===== src/rtl/div_share_sched_if.sv =====
// Client and divider-side signal bundle for div_share_sched.
// The master side is the environment (clients plus divider); the slave side is the scheduler.
interface div_share_sched_if #(
    parameter int NUM_REQ = 3
);
    logic [NUM_REQ-1:0]    req_valid;
    logic [16*NUM_REQ-1:0] req_word;
    logic [NUM_REQ-1:0]    req_ready;
    logic [NUM_REQ-1:0]    resp_valid;
    logic [9:0]            resp_data;
    logic                  resp_err;
    logic                  div_in_valid;
    logic [3:0]            div_in_data;
    logic                  div_out_valid;
    logic                  div_out_data;
    logic                  busy;

    modport master (
        output req_valid, req_word, div_out_valid, div_out_data,
        input  req_ready, resp_valid, resp_data, resp_err,
               div_in_valid, div_in_data, busy
    );

    modport slave (
        input  req_valid, req_word, div_out_valid, div_out_data,
        output req_ready, resp_valid, resp_data, resp_err,
               div_in_valid, div_in_data, busy
    );
endinterface


===== src/rtl/div_share_sched.sv =====
// Round-robin scheduler sharing one nibble-serial divider between NUM_REQ clients.
// Optional WAIT watchdog enabled by defining DIVSCHED_TIMEOUT_EN.
module div_share_sched #(
    parameter int NUM_REQ = 3,
    parameter int TIMEOUT = 63
) (
    input  logic               clk,
    input  logic               rst_n,
    div_share_sched_if.slave   bus
);
    localparam int IW = (NUM_REQ > 1) ? $clog2(NUM_REQ) : 1;

    typedef enum logic [2:0] {IDLE, GRANT, SEND, WAIT, RECV, RESP} state_t;

    state_t               state_q, state_d;
    logic [IW-1:0]        last_q, last_d;
    logic [IW-1:0]        gnt_q, gnt_d;
    logic [15:0]          word_q, word_d;
    logic [1:0]           nib_q, nib_d;
    logic [9:0]           shift_q, shift_d;
    logic [3:0]           bcnt_q, bcnt_d;
    logic [NUM_REQ-1:0]   req_ready_q, req_ready_d;
    logic [NUM_REQ-1:0]   resp_valid_q, resp_valid_d;
    logic [9:0]           resp_data_q, resp_data_d;
    logic                 resp_err_q, resp_err_d;
    logic                 div_in_valid_q, div_in_valid_d;
    logic [3:0]           div_in_data_q, div_in_data_d;
    logic                 busy_q, busy_d;
`ifdef DIVSCHED_TIMEOUT_EN
    localparam int TW = $clog2(TIMEOUT + 1);
    logic [TW-1:0]        tmo_q, tmo_d;
`endif

    logic [IW-1:0]        win;
    logic                 any_req;
    logic [15:0]          sel_word;

    // Scan last+NUM_REQ down to last+1 so the nearest requester after last wins.
    always_comb begin
        int            idx;
        logic [IW-1:0] sel;
        win     = '0;
        any_req = 1'b0;
        for (int k = NUM_REQ; k >= 1; k--) begin
            idx = int'(last_q) + k;
            if (idx >= NUM_REQ) idx = idx - NUM_REQ;
            sel = IW'(idx);
            if (bus.req_valid[sel]) begin
                win     = sel;
                any_req = 1'b1;
            end
        end
    end

    always_comb begin
        sel_word = '0;
        for (int i = 0; i < NUM_REQ; i++) begin
            if (win == IW'(i)) sel_word = bus.req_word[16*i +: 16];
        end
    end

    always_comb begin
        state_d        = state_q;
        last_d         = last_q;
        gnt_d          = gnt_q;
        word_d         = word_q;
        nib_d          = nib_q;
        shift_d        = shift_q;
        bcnt_d         = bcnt_q;
        req_ready_d    = '0;
        resp_valid_d   = '0;
        resp_data_d    = resp_data_q;
        resp_err_d     = resp_err_q;
        div_in_valid_d = 1'b0;
        div_in_data_d  = '0;
`ifdef DIVSCHED_TIMEOUT_EN
        tmo_d          = tmo_q;
`endif
        unique case (state_q)
            IDLE: begin
                if (any_req) begin
                    state_d          = GRANT;
                    gnt_d            = win;
                    last_d           = win;
                    word_d           = sel_word;
                    req_ready_d[win] = 1'b1;
                end
            end
            GRANT: begin
                state_d        = SEND;
                nib_d          = 2'd0;
                div_in_valid_d = 1'b1;
                div_in_data_d  = word_q[15:12];
                word_d         = word_q << 4;
            end
            // word_q is a shift register, so the next nibble is always at the top.
            SEND: begin
                if (nib_q == 2'd3) begin
                    state_d = WAIT;
                    shift_d = '0;
                    bcnt_d  = '0;
`ifdef DIVSCHED_TIMEOUT_EN
                    tmo_d   = '0;
`endif
                end else begin
                    nib_d          = nib_q + 2'd1;
                    div_in_valid_d = 1'b1;
                    div_in_data_d  = word_q[15:12];
                    word_d         = word_q << 4;
                end
            end
            WAIT: begin
                if (bus.div_out_valid) begin
                    shift_d = {shift_q[8:0], bus.div_out_data};
                    bcnt_d  = 4'd1;
                    state_d = RECV;
                end
`ifdef DIVSCHED_TIMEOUT_EN
                else if (tmo_q == TW'(TIMEOUT - 1)) begin
                    state_d             = RESP;
                    resp_valid_d[gnt_q] = 1'b1;
                    resp_data_d         = 10'h3FF;
                    resp_err_d          = 1'b1;
                end else begin
                    tmo_d = tmo_q + 1'b1;
                end
`endif
            end
            RECV: begin
                state_d = RESP;
                if (bus.div_out_valid) begin
                    shift_d = {shift_q[8:0], bus.div_out_data};
                    bcnt_d  = bcnt_q + 4'd1;
                    if (bcnt_q == 4'd9) begin
                        resp_valid_d[gnt_q] = 1'b1;
                        resp_data_d         = shift_d;
                        resp_err_d          = 1'b0;
                    end else begin
                        state_d = RECV;
                    end
                end else begin
                    // Short burst: keep received bits at the MSB end, zero-fill below.
                    resp_valid_d[gnt_q] = 1'b1;
                    resp_data_d         = shift_q << (4'd10 - bcnt_q);
                    resp_err_d          = 1'b1;
                end
            end
            RESP:    state_d = IDLE;
            default: state_d = IDLE;
        endcase
        busy_d = (state_d != IDLE);
    end

    always_ff @(posedge clk or negedge rst_n) begin
        if (!rst_n) begin
            state_q        <= IDLE;
            last_q         <= IW'(NUM_REQ - 1);
            gnt_q          <= '0;
            word_q         <= '0;
            nib_q          <= '0;
            shift_q        <= '0;
            bcnt_q         <= '0;
            req_ready_q    <= '0;
            resp_valid_q   <= '0;
            resp_data_q    <= '0;
            resp_err_q     <= 1'b0;
            div_in_valid_q <= 1'b0;
            div_in_data_q  <= '0;
            busy_q         <= 1'b0;
`ifdef DIVSCHED_TIMEOUT_EN
            tmo_q          <= '0;
`endif
        end else begin
            state_q        <= state_d;
            last_q         <= last_d;
            gnt_q          <= gnt_d;
            word_q         <= word_d;
            nib_q          <= nib_d;
            shift_q        <= shift_d;
            bcnt_q         <= bcnt_d;
            req_ready_q    <= req_ready_d;
            resp_valid_q   <= resp_valid_d;
            resp_data_q    <= resp_data_d;
            resp_err_q     <= resp_err_d;
            div_in_valid_q <= div_in_valid_d;
            div_in_data_q  <= div_in_data_d;
            busy_q         <= busy_d;
`ifdef DIVSCHED_TIMEOUT_EN
            tmo_q          <= tmo_d;
`endif
        end
    end

    assign bus.req_ready    = req_ready_q;
    assign bus.resp_valid   = resp_valid_q;
    assign bus.resp_data    = resp_data_q;
    assign bus.resp_err     = resp_err_q;
    assign bus.div_in_valid = div_in_valid_q;
    assign bus.div_in_data  = div_in_data_q;
    assign bus.busy         = busy_q;
endmodule


===== src/flat_wrapper.sv =====
// flat-port wrapper written by rule: the top's interface ports become plain ports
module div_share_sched_flat 
#(
    parameter int NUM_REQ = 3,
    parameter int TIMEOUT = 63
)
  (clk, rst_n, bus_req_valid, bus_req_word, bus_div_out_valid, bus_div_out_data, bus_req_ready, bus_resp_valid, bus_resp_data, bus_resp_err, bus_div_in_valid, bus_div_in_data, bus_busy);
  div_share_sched_if #(.NUM_REQ(NUM_REQ)) bus_i ();
  input  logic clk;
  input  logic rst_n;
  input wire logic [$bits(bus_i.req_valid)-1:0] bus_req_valid;
  input wire logic [$bits(bus_i.req_word)-1:0] bus_req_word;
  input wire logic [$bits(bus_i.div_out_valid)-1:0] bus_div_out_valid;
  input wire logic [$bits(bus_i.div_out_data)-1:0] bus_div_out_data;
  output wire logic [$bits(bus_i.req_ready)-1:0] bus_req_ready;
  output wire logic [$bits(bus_i.resp_valid)-1:0] bus_resp_valid;
  output wire logic [$bits(bus_i.resp_data)-1:0] bus_resp_data;
  output wire logic [$bits(bus_i.resp_err)-1:0] bus_resp_err;
  output wire logic [$bits(bus_i.div_in_valid)-1:0] bus_div_in_valid;
  output wire logic [$bits(bus_i.div_in_data)-1:0] bus_div_in_data;
  output wire logic [$bits(bus_i.busy)-1:0] bus_busy;
  assign bus_i.req_valid = bus_req_valid;
  assign bus_i.req_word = bus_req_word;
  assign bus_i.div_out_valid = bus_div_out_valid;
  assign bus_i.div_out_data = bus_div_out_data;
  assign bus_req_ready = bus_i.req_ready;
  assign bus_resp_valid = bus_i.resp_valid;
  assign bus_resp_data = bus_i.resp_data;
  assign bus_resp_err = bus_i.resp_err;
  assign bus_div_in_valid = bus_i.div_in_valid;
  assign bus_div_in_data = bus_i.div_in_data;
  assign bus_busy = bus_i.busy;
  div_share_sched #(.NUM_REQ(NUM_REQ), .TIMEOUT(TIMEOUT)) u_core (.clk(clk), .rst_n(rst_n), .bus(bus_i));
endmodule

===== config.mk =====
export PLATFORM = sky130hd
export DESIGN_NAME = div_share_sched_flat
export DESIGN_NICKNAME = d
export VERILOG_FILES = /design/src/rtl/div_share_sched_if.sv /design/src/rtl/div_share_sched.sv /design/src/flat_wrapper.sv
export SDC_FILE = /design/constraint.sdc
export NUM_CORES = 1
export LEC_CHECK = 0
export ABC_AREA = 1
export CAP_MARGIN = 40
export CORE_ASPECT_RATIO = 1.75
export CORE_MARGIN = 2
export CORE_UTILIZATION = 55
export DETAILED_ROUTE_END_ITERATION = 8
export PLACE_DENSITY_LB_ADDON = 0.1
export SYNTH_ARGS = -nofsm -noshare
export SYNTH_HDL_FRONTEND = slang
export SYNTH_SLANG_ARGS = --single-unit

===== constraint.sdc =====
create_clock -name clk -period 4.8 [get_ports clk]
set_input_delay 0.96 -clock clk [delete_from_list [all_inputs] [get_ports clk]]
set_output_delay 0.96 -clock clk [all_outputs]
set_load 0.02 [all_outputs]

==> run metrics, run 1 <==
status complete, no violations; Hold WC Path Type input port to async pin; Post-Route M1 WL 2.85 mm; TritonCTS Buffers 9; top layer in use met4; nets 599; Critical Path AT 2.91 ns; Post-CTS Hold Buffers 0; DR WL met3 411 µm; worst relative slew slack 0.410; Leak 2.08 nW; GRT overflow 0; synth unique cells 30; WP data required 5.07 ns; routed length per instance 13.6 µm; power density over the cells 707 nW/µm²; Max Buffers Root-to-Sink 2; fin area 4360 µm²; final hold vios 0; fmax 378 MHz; Sink Count 61; clock skew 0.0103 ns; largest net degree at the start of global routing 52; Yosys reg bits 61; CP endpoint kind flip-flop; setup bufs post-CTS 0; setup_tns 0 ns; Initial DRC Count 210; placed cell areas 4200 µm²; routed via count 3371; row count 38; mapped cell area 3450 µm²; vias in the first global route 3291; Post-Syn Nets 528; # fillers 527; layout cells sized above 1 0.0609; Final Setup Violations 0; CTS tree built; CTS root buf clkbuf_8; Max-Cap Viols 0; Pre-antenna DRT Iters 5; Slew Limit Fails 0; post-CTS sizing 0; Residual DRC 0; multi-input combinational cell area 1580 µm²; CP Class flip-flop to flip-flop; first-pass GRT wire length 14.2 mm; Avg Cell Area, Syn 7.38 µm²; initial antenna violation count 0; Reg clk slew, reported paths 0.07 ns; Final ANT Viol Nets 0; die area 6940 µm²; Final min period 2.64 ns; detailed-placement wirelength estimate 6.54 mm; core area 6130 µm²; Post-Route WL 8.48 mm; worst skew pair latency 0.35 ns; DR WL met2 4.79 mm; sequential area share after synthesis 0.443; Ys Warns 0; Initial Util 0.562; CP max FO 21; Post-Synthesis Cells 467; flop2flop setup slack 2.16 ns; I/O pin cnt 78; area grow syn2layout 26.5%; Port Buf Inserts 77; vias per inst 5.42; # diodes 0; Slew @ Worst Pin 0.878 ns; width of the die 63.8 µm; register area 1530 µm²; H-tree levels 3; RePlAce Congestion 1.02; gr usage total 0.265; Die Y 109 µm; final worst path period share 0.551; Startpoint Class flip-flop; Peak VDD IR 526 µV; unrepaired setup endpoints after global routing no
-- layout by cell type, fill, tap and decap left out, drive strengths merged --
| cell type | netlist | layout |
|---|---|---|
| a21oi | 44 | 44 |
| a31oi | 8 | 8 |
| buf | 14 | 2 |
| clkbuf | 4 | 10 |
| clkdlybuf4s50 | 0 | 76 |
| clkinv | 2 | 6 |
| clkinvlp | 0 | 1 |
| dfrtp | 60 | 60 |
| dfstp | 1 | 1 |
| ha | 6 | 6 |
| inv | 56 | 56 |
| nand2 | 117 | 117 |
| nand3 | 49 | 49 |
| nand4 | 5 | 5 |
| nor2 | 51 | 51 |
| nor3 | 6 | 6 |
| o211ai | 3 | 3 |
| o21ai | 31 | 31 |
| o22ai | 7 | 7 |
| o311ai | 1 | 1 |
| xnor2 | 1 | 1 |
| xor2 | 1 | 1 |
-- cell families (layout without fill, tap and decap cells) --
family                     Yosys count  count (layout)  synth area share
AOI/OAI and AO/OA                   94              94             0.145
xor gates and xnor gates             2               2           0.00508
adders and majority gates            6               6            0.0218
buffers and inverters               76             151            0.0995
DFF                                 61              61             0.443
and+or+nand+nor                    228             228             0.285
-- layout make-up --
type                    count  share of cell area
clock inverters             5             0.00631
multi-input cells         330               0.362
well taps                  80              0.0230
inverters                  58              0.0499
clock buffers              10              0.0316
flip-flops and latches     61               0.350
repair buffers             78               0.177
-- cells in the mapped netlist --
| master | instances | area [µm²] |
|---|---|---|
| ha_1 | 6 | 75.1 |
| nand4_2 | 1 | 12.5 |
| o22ai_1 | 7 | 43.8 |
| nand2_4 | 1 | 11.3 |
| inv_2 | 6 | 22.5 |
| o21ai_0 | 30 | 150 |
| o211ai_1 | 3 | 22.5 |
| clkinv_1 | 2 | 7.51 |
| o21ai_1 | 1 | 5.00 |
| buf_4 | 1 | 7.51 |
| xnor2_1 | 1 | 8.76 |
| nor2_1 | 50 | 188 |
| buf_2 | 7 | 35.0 |
| inv_1 | 50 | 188 |
| nand4_1 | 4 | 25.0 |
| nand3_1 | 46 | 230 |
| nand2_1 | 113 | 424 |
| nor2_2 | 1 | 6.26 |
| nand3_2 | 2 | 20.0 |
| o311ai_0 | 1 | 8.76 |
| nand3_4 | 1 | 17.5 |
| nor3_1 | 6 | 30.0 |
| dfstp_2 | 1 | 26.3 |
| a21oi_1 | 44 | 220 |
| clkbuf_1 | 4 | 15.0 |
| dfrtp_1 | 60 | 1500 |
| xor2_1 | 1 | 8.76 |
| buf_6 | 6 | 67.6 |
| a31oi_1 | 8 | 50.1 |
| nand2_2 | 3 | 18.8 |
-- critical path, stage by stage (launching register included) --
cell,delay [ns]
dfrtp_1,0.61
ha_1,0.33
xnor2_1,0.69
inv_1,0.28
nor2_1,0.20
inv_1,0.06
o21ai_0,0.13
nand2_1,0.11
a21oi_1,0.14
-- stage by stage --
step / hold slack, ns / util / worst slack [ns] / power, mW / instances
after floorplan: 0.432 / - / 2.82 / 2.30 / 467
after global placement: 0.465 / 0.684 / 1.91 / 2.67 / 607
after detailed placement: 0.471 / 0.684 / 1.87 / 2.70 / 607
after CTS: 0.470 / 0.711 / 2.20 / 3.09 / 622
after global routing: 0.479 / 0.711 / 1.83 / 3.37 / 622
final: 0.473 / 0.711 / 2.16 / 3.08 / 622
-- report_power, final --
group / switching, mW / leakage [nW] / internal, mW
Combinational: 1.16 / 1.23 / 0.645
Clock: 0.197 / 0.0877 / 0.194
Sequential: 0.146 / 0.761 / 0.741
-- registers in the layout, indices dropped and copies added, names as in the netlist, 2 cells and up --
| register | cells |
|---|---|
| u_core.bus.resp_valid | 3 |
| u_core.bus.resp_data | 10 |
| u_core.nib_q | 2 |
| u_core.bus.div_in_data | 4 |
| u_core.bcnt_q | 4 |
| u_core.bus.req_ready | 3 |
| u_core.gnt_q | 2 |
| u_core.shift_q | 10 |
| u_core.state_q | 3 |
| u_core.word_q | 16 |
-- routing by layer --
| metal | track usage | vias up |
|---|---|---|
| li1 | - | 1664 |
| met1 | 0.251 | 1549 |
| met2 | 0.505 | 126 |
| met3 | 0.0578 | 32 |
| met4 | 0.157 | 0 |
| met5 | 0 | - |
-- path summary, 6_finish.rpt --
kind	from	endpoint	cells after the start
min in group clk	u_core.gnt_q[1]$_DFFE_PN0P_	u_core.bus.resp_valid[0]$_DFF_PN0_	1
hold / removal	rst_n	u_core.bus.resp_data[6]$_DFFE_PN0P_	1
setup / recovery	u_core.bcnt_q[0]$_DFFE_PN0P_	u_core.bus.resp_data[8]$_DFFE_PN0P_	8
setup reg to reg	u_core.bcnt_q[0]$_DFFE_PN0P_	u_core.bus.resp_data[8]$_DFFE_PN0P_	8
hold reg to reg	u_core.gnt_q[1]$_DFFE_PN0P_	u_core.bus.resp_valid[0]$_DFF_PN0_	1
max in group asynchronous	rst_n	u_core.shift_q[2]$_DFFE_PN0P_	2
(Power assumes the default switching activity.)
==> inputs of run 2 (changes only) <==
--- a/config.mk
+++ b/config.mk
@@ -9,7 +9,7 @@
 export CAP_MARGIN = 40
 export CORE_ASPECT_RATIO = 1.75
 export CORE_MARGIN = 2
-export CORE_UTILIZATION = 55
+export CORE_UTILIZATION = 46
 export DETAILED_ROUTE_END_ITERATION = 8
 export PLACE_DENSITY_LB_ADDON = 0.1
 export SYNTH_ARGS = -nofsm -noshare
==> constraint.sdc (replaced) <==
create_clock -name clk -period 2.18 [get_ports clk]
set_input_delay 0.436 -clock clk [delete_from_list [all_inputs] [get_ports clk]]
set_output_delay 0.436 -clock clk [all_outputs]
set_load 0.02 [all_outputs]
==> run 2 against run 1 <==
- critical path depth increased by 3
- combinational power grew to 2.6 times the previous value
- cell area rose by 8.6%
- utilization is 5.6 points lower
- global-route usage fell by 3.9 points
- clock power grew to 4.0 times the previous value
- die area rose by 19%
- flip-flop and latch count stayed put
- wire length rose by 4.7%
- clock-buffer cell count increased by 3
- sequential power increased by 110%
- largest cell class unchanged
==> run metrics, run 2 (synthesis results as in run 1) <==
area grow syn2layout 37.4%; Clock Power Share 0.193; multi-input combinational cell area 1610 µm²; CP endpoint kind flip-flop; Setup WS post-layout 0.135 ns; Post-CTS Hold Buffers 0; vias per inst 5.24; Port Buf Inserts 77; Final Setup Violations 0; row count 41; top layer in use met4; detailed-placement wirelength estimate 6.83 mm; Initial DRC Count 159; Residual DRC 0; vias in the first global route 3343; Sink Count 61; I/O pin cnt 78; Die Y 119 µm; Placement Setup Slack -0.00548 ns; Initial Util 0.477; Final min period 2.05 ns; first-pass GRT wire length 14.8 mm; initial antenna violation count 0; Reg with most FFs u_core.word_q; status complete, no violations; Reg clk slew, reported paths 0.05 ns; Post-Route M1 WL 3.22 mm; nets 618; # diodes 0; max reg flops 16; unrepaired setup endpoints after global routing yes; # fillers 631; RePlAce Congestion 0.868; routed length per instance 13.7 µm; fmax 489 MHz; core area 7230 µm²; Reg power frac 0.235; die area 8230 µm²; Final ANT Viol Nets 0; Slew Limit Fails 0; gr usage total 0.226; TritonCTS Buffers 9; r2r startpoint u_core.last_q[1]$_DFFE_PN1P_; commonest cells after routing, fill and taps aside nand2_1 (112), clkdlybuf4s50_1 (76), dfrtp_1 (60); setup_tns 0 ns; Combinational Power Share 0.572; GRT overflow 0; Startpoint Class flip-flop; width of the die 69.4 µm; DR WL met3 305 µm; Slew @ Worst Pin 0.466 ns; Peak VDD IR 1040 µV; register area 1530 µm²; power density over the cells 1710 nW/µm²; H-tree levels 3; most common cell after layout, fill and taps aside nand2_1; Max Buffers Root-to-Sink 2; CP max FO 7; Sw Share 0.438; CTS tree built; Max-Cap Viols 0; WP data required 2.43 ns; Post-Route WL 8.88 mm; worst relative slew slack 0.686; Pre-antenna DRT Iters 4; Critical Path Source u_core.last_q[1]$_DFFE_PN1P_; CTS root buf clkbuf_16; final hold vios 0; final worst path period share 0.938; Critical Path AT 2.30 ns; Leak 2.26 nW; Psw 3.54 mW; DR WL met2 5.09 mm; clock skew 0.00364 ns; internal power 4.55 mW; worst skew pair latency 0.33 ns; routed via count 3398; largest net degree at the start of global routing 62; Hold WC Path Type input port to async pin; CP Class flip-flop to flip-flop; layout cells sized above 1 0.0996
[run 2: metrics by stage]
stage | std cells | hold WS (ns) | utilization | power, mW | cell area (µm²)
detailed placement | 627 | 0.451 | 0.599 | 6.27 | 4330
global route | 648 | 0.129 | 0.655 | 8.74 | 4740
global placement | 627 | 0.438 | 0.599 | 6.17 | 4330
finish | 648 | 0.105 | 0.655 | 8.08 | 4740
CTS | 643 | 0.115 | 0.645 | 7.88 | 4670
floorplan | 467 | 0.140 | - | 5.07 | 3450
[run 2: cell type report]
class,count,share of cell area
Clock buffer,13,0.0550
Clock inverter,3,0.0143
Multi-Input combinational cell,330,0.339
Sequential cell,61,0.323
Tap cell,86,0.0227
Inverter,58,0.0465
Timing Repair Buffer,97,0.199
[run 2: worst max-delay path, stage by stage (launching register included)]
cell and delay [ns]:
dfstp_2 0.53, inv_1 0.08, ha_4 0.31, inv_2 0.06, nand3_1 0.12, nand2_1 0.09
nor2_1 0.14, nand3_2 0.14, nand2_4 0.14, buf_4 0.16, a21oi_1 0.05, a21oi_1 0.14
[run 2: per-layer routing]
metal  global-route usage  vias to the layer above
met3               0.0494                       23
met2                0.430                      104
li1                     -                     1700
met4                0.118                        0
met1                0.221                     1571
met5                    0                        -
[run 2: worst paths after layout]
kind                                                       end  slack (ns)  cells after the start
max                               u_core.word_q[8]$_DFFE_PN0P_        0.13                     11
min                        u_core.bus.resp_data[8]$_DFFE_PN0P_        0.11                      2
max reg2reg                       u_core.word_q[8]$_DFFE_PN0P_        0.13                     11
min reg2reg                 u_core.bus.resp_valid[0]$_DFF_PN0_        0.46                      1
max in group asynchronous         u_core.last_q[1]$_DFFE_PN1P_        1.78                      2
min in group clk            u_core.bus.resp_valid[0]$_DFF_PN0_        0.46                      1
[run 2: power by group through the flow]
| stage | Clock (mW) | Sequential, mW | Combinational, mW |
|---|---|---|---|
| after floorplan | 0 | 2.06 | 3.01 |
| after global placement | 0 | 1.91 | 4.26 |
| after detailed placement | 0 | 1.92 | 4.35 |
| after CTS | 1.58 | 1.90 | 4.40 |
| after global routing | 1.63 | 1.96 | 5.15 |
| final | 1.56 | 1.90 | 4.62 |
[run 2: timing repair]
action	CTS	global route
pin swaps	0	3
hold endpoints to repair	0	0
gates cloned	0	0
gates resized for setup	2	7
setup endpoints to repair	6	21
setup buffers	0	5
==> inputs of run 3 (changes only) <==
--- a/config.mk
+++ b/config.mk
@@ -12,6 +12,7 @@
 export CORE_UTILIZATION = 46
 export DETAILED_ROUTE_END_ITERATION = 8
 export PLACE_DENSITY_LB_ADDON = 0.1
+export SKIP_CTS_REPAIR_TIMING = 1
 export SYNTH_ARGS = -nofsm -noshare
 export SYNTH_HDL_FRONTEND = slang
 export SYNTH_SLANG_ARGS = --single-unit
==> run 3 against run 2 <==
- critical path depth is the same
- final cell count is the same
- combinational power is essentially flat
- non-clock buffer count is the same
- sequential power is essentially flat
- via count is essentially flat
- flip-flop and latch count is the same
==> run metrics, run 3 (synthesis results as in run 1) <==
die area 8230 µm²; CP max FO 7; slowest stage cell, crit path dfstp_2; width of the die 69.4 µm; unrepaired setup endpoints after global routing yes; routed via count 3399; Slew @ Worst Pin 0.458 ns; Pre-antenna DRT Iters 4; final worst path period share 0.945; initial antenna violation count 0; core area 7230 µm²; Sink Count 61; nets 618; # diodes 0; most common cell after layout, fill and taps aside nand2_1; register area 1530 µm²; CTS root buf clkbuf_16; Top Family by Delay on Critical Path flip-flops; I/O pin cnt 78; power density over the cells 1710 nW/µm²; WP buf/inv 3; final core utilization 0.654; Hold WC Path Type input port to async pin; vias per inst 5.25; Final Non-Filler Cells 648; GRT overflow 0; cell count after placement 627; vias in the first global route 3334; largest net degree at the start of global routing 62; Port Buf Inserts 77; worst skew pair latency 0.33 ns; Initial DRC Count 193; most used cell, CP a21oi_1; CP Class flip-flop to flip-flop; RePlAce Congestion 0.868; layout cells sized above 1 0.0979; Max-Cap Viols 0; H-tree levels 3; routed length per instance 13.7 µm; Residual DRC 0; status complete, no violations; Final min period 2.06 ns; hold slack final 0.101 ns; # fillers 630; commonest cells after routing, fill and taps aside nand2_1 (112), clkdlybuf4s50_1 (76), dfrtp_1 (60); Final ANT Viol Nets 0; max reg flops 16; Leak 2.26 nW; Reg with most FFs u_core.word_q; multi-input combinational cell area 1600 µm²; Max Buffers Root-to-Sink 2; area grow syn2layout 37.3%; worst relative slew slack 0.691; first-pass GRT wire length 14.8 mm; WP data required 2.39 ns; CTS tree built; Post-Route WL 8.86 mm; Startpoint Class flip-flop; fmax 486 MHz; row count 41; Die Y 119 µm; Reg clk slew, reported paths 0.05 ns; Final Setup Violations 0; Initial Util 0.477; CP endpoint kind flip-flop; TritonCTS Buffers 9; total power 8.08 mW; final hold vios 0; CP cell instances inv_1, ha_4, inv_2, nand3_1, nand2_1, nor2_1, nand3_2, nand2_4, buf_4, a21oi_1, a21oi_1; Peak VDD IR 981 µV; gr usage total 0.225; detailed-placement wirelength estimate 6.83 mm; Slew Limit Fails 0; Critical Path AT 2.27 ns; clock skew 0.00458 ns; max incr delay on CP 0.53 ns
-- run 3: cell counts in the layout (fill, tap and decap cells not counted) --
No cell type changed its count.
-- run 3: cell type report --
cell class | count | share of cell area
clock buffers | 13 | 0.0550
clock inverters | 3 | 0.0143
inverters | 58 | 0.0465
flip-flops and latches | 61 | 0.323
repair buffers | 97 | 0.200
multi-input cells | 330 | 0.339
well taps | 86 | 0.0227
-- run 3: worst paths after layout --
kind / slack, ns / start / cells after the start / endpoint
setup / recovery: 0.12 / u_core.last_q[1]$_DFFE_PN1P_ / 11 / u_core.word_q[6]$_DFFE_PN0P_
hold / removal: 0.10 / rst_n / 2 / u_core.bus.resp_data[8]$_DFFE_PN0P_
setup reg to reg: 0.12 / u_core.last_q[1]$_DFFE_PN1P_ / 11 / u_core.word_q[6]$_DFFE_PN0P_
hold reg to reg: 0.46 / u_core.gnt_q[1]$_DFFE_PN0P_ / 1 / u_core.bus.resp_valid[0]$_DFF_PN0_
max in group asynchronous: 1.78 / rst_n / 2 / u_core.last_q[1]$_DFFE_PN1P_
min in group clk: 0.46 / u_core.gnt_q[1]$_DFFE_PN0P_ / 1 / u_core.bus.resp_valid[0]$_DFF_PN0_
-- run 3: where the power goes --
| group | switching [mW] | internal [mW] |
|---|---|---|
| sequential | 0.266 | 1.64 |
| combinational | 2.78 | 1.84 |
| clock | 0.497 | 1.06 |
-- run 3: per-stage QoR --
step           instance area (µm²)  setup TNS, ns  setup WS (ns)
2_1_floorplan                 3450              0          0.221
3_3_place_gp                  4330              0         0.0404
3_5_place_dp                  4330       -0.00746       -0.00548
4_1_cts                       4660         -0.133        -0.0277
5_1_grt                       4730        -0.0865        -0.0201
6_report                      4730              0          0.121
-- run 3: worst reg2reg max path, cell delays in order (launching register included) --
cell and delay (ns):
dfstp_2 0.53, inv_1 0.08, ha_4 0.28, inv_2 0.08, nand3_1 0.13, nand2_1 0.13
nor2_1 0.06, nand3_2 0.11, nand2_4 0.09, buf_4 0.16, a21oi_1 0.19, a21oi_1 0.10
-- run 3: metal layers --
layer / vias to the layer above / track usage / share of wire
li1: 1701 / - / -
met3: 27 / 0.0494 / 0.042
met4: 0 / 0.118 / 0.032
met1: 1564 / 0.221 / 0.36
met5: - / 0 / 0
met2: 107 / 0.428 / 0.57
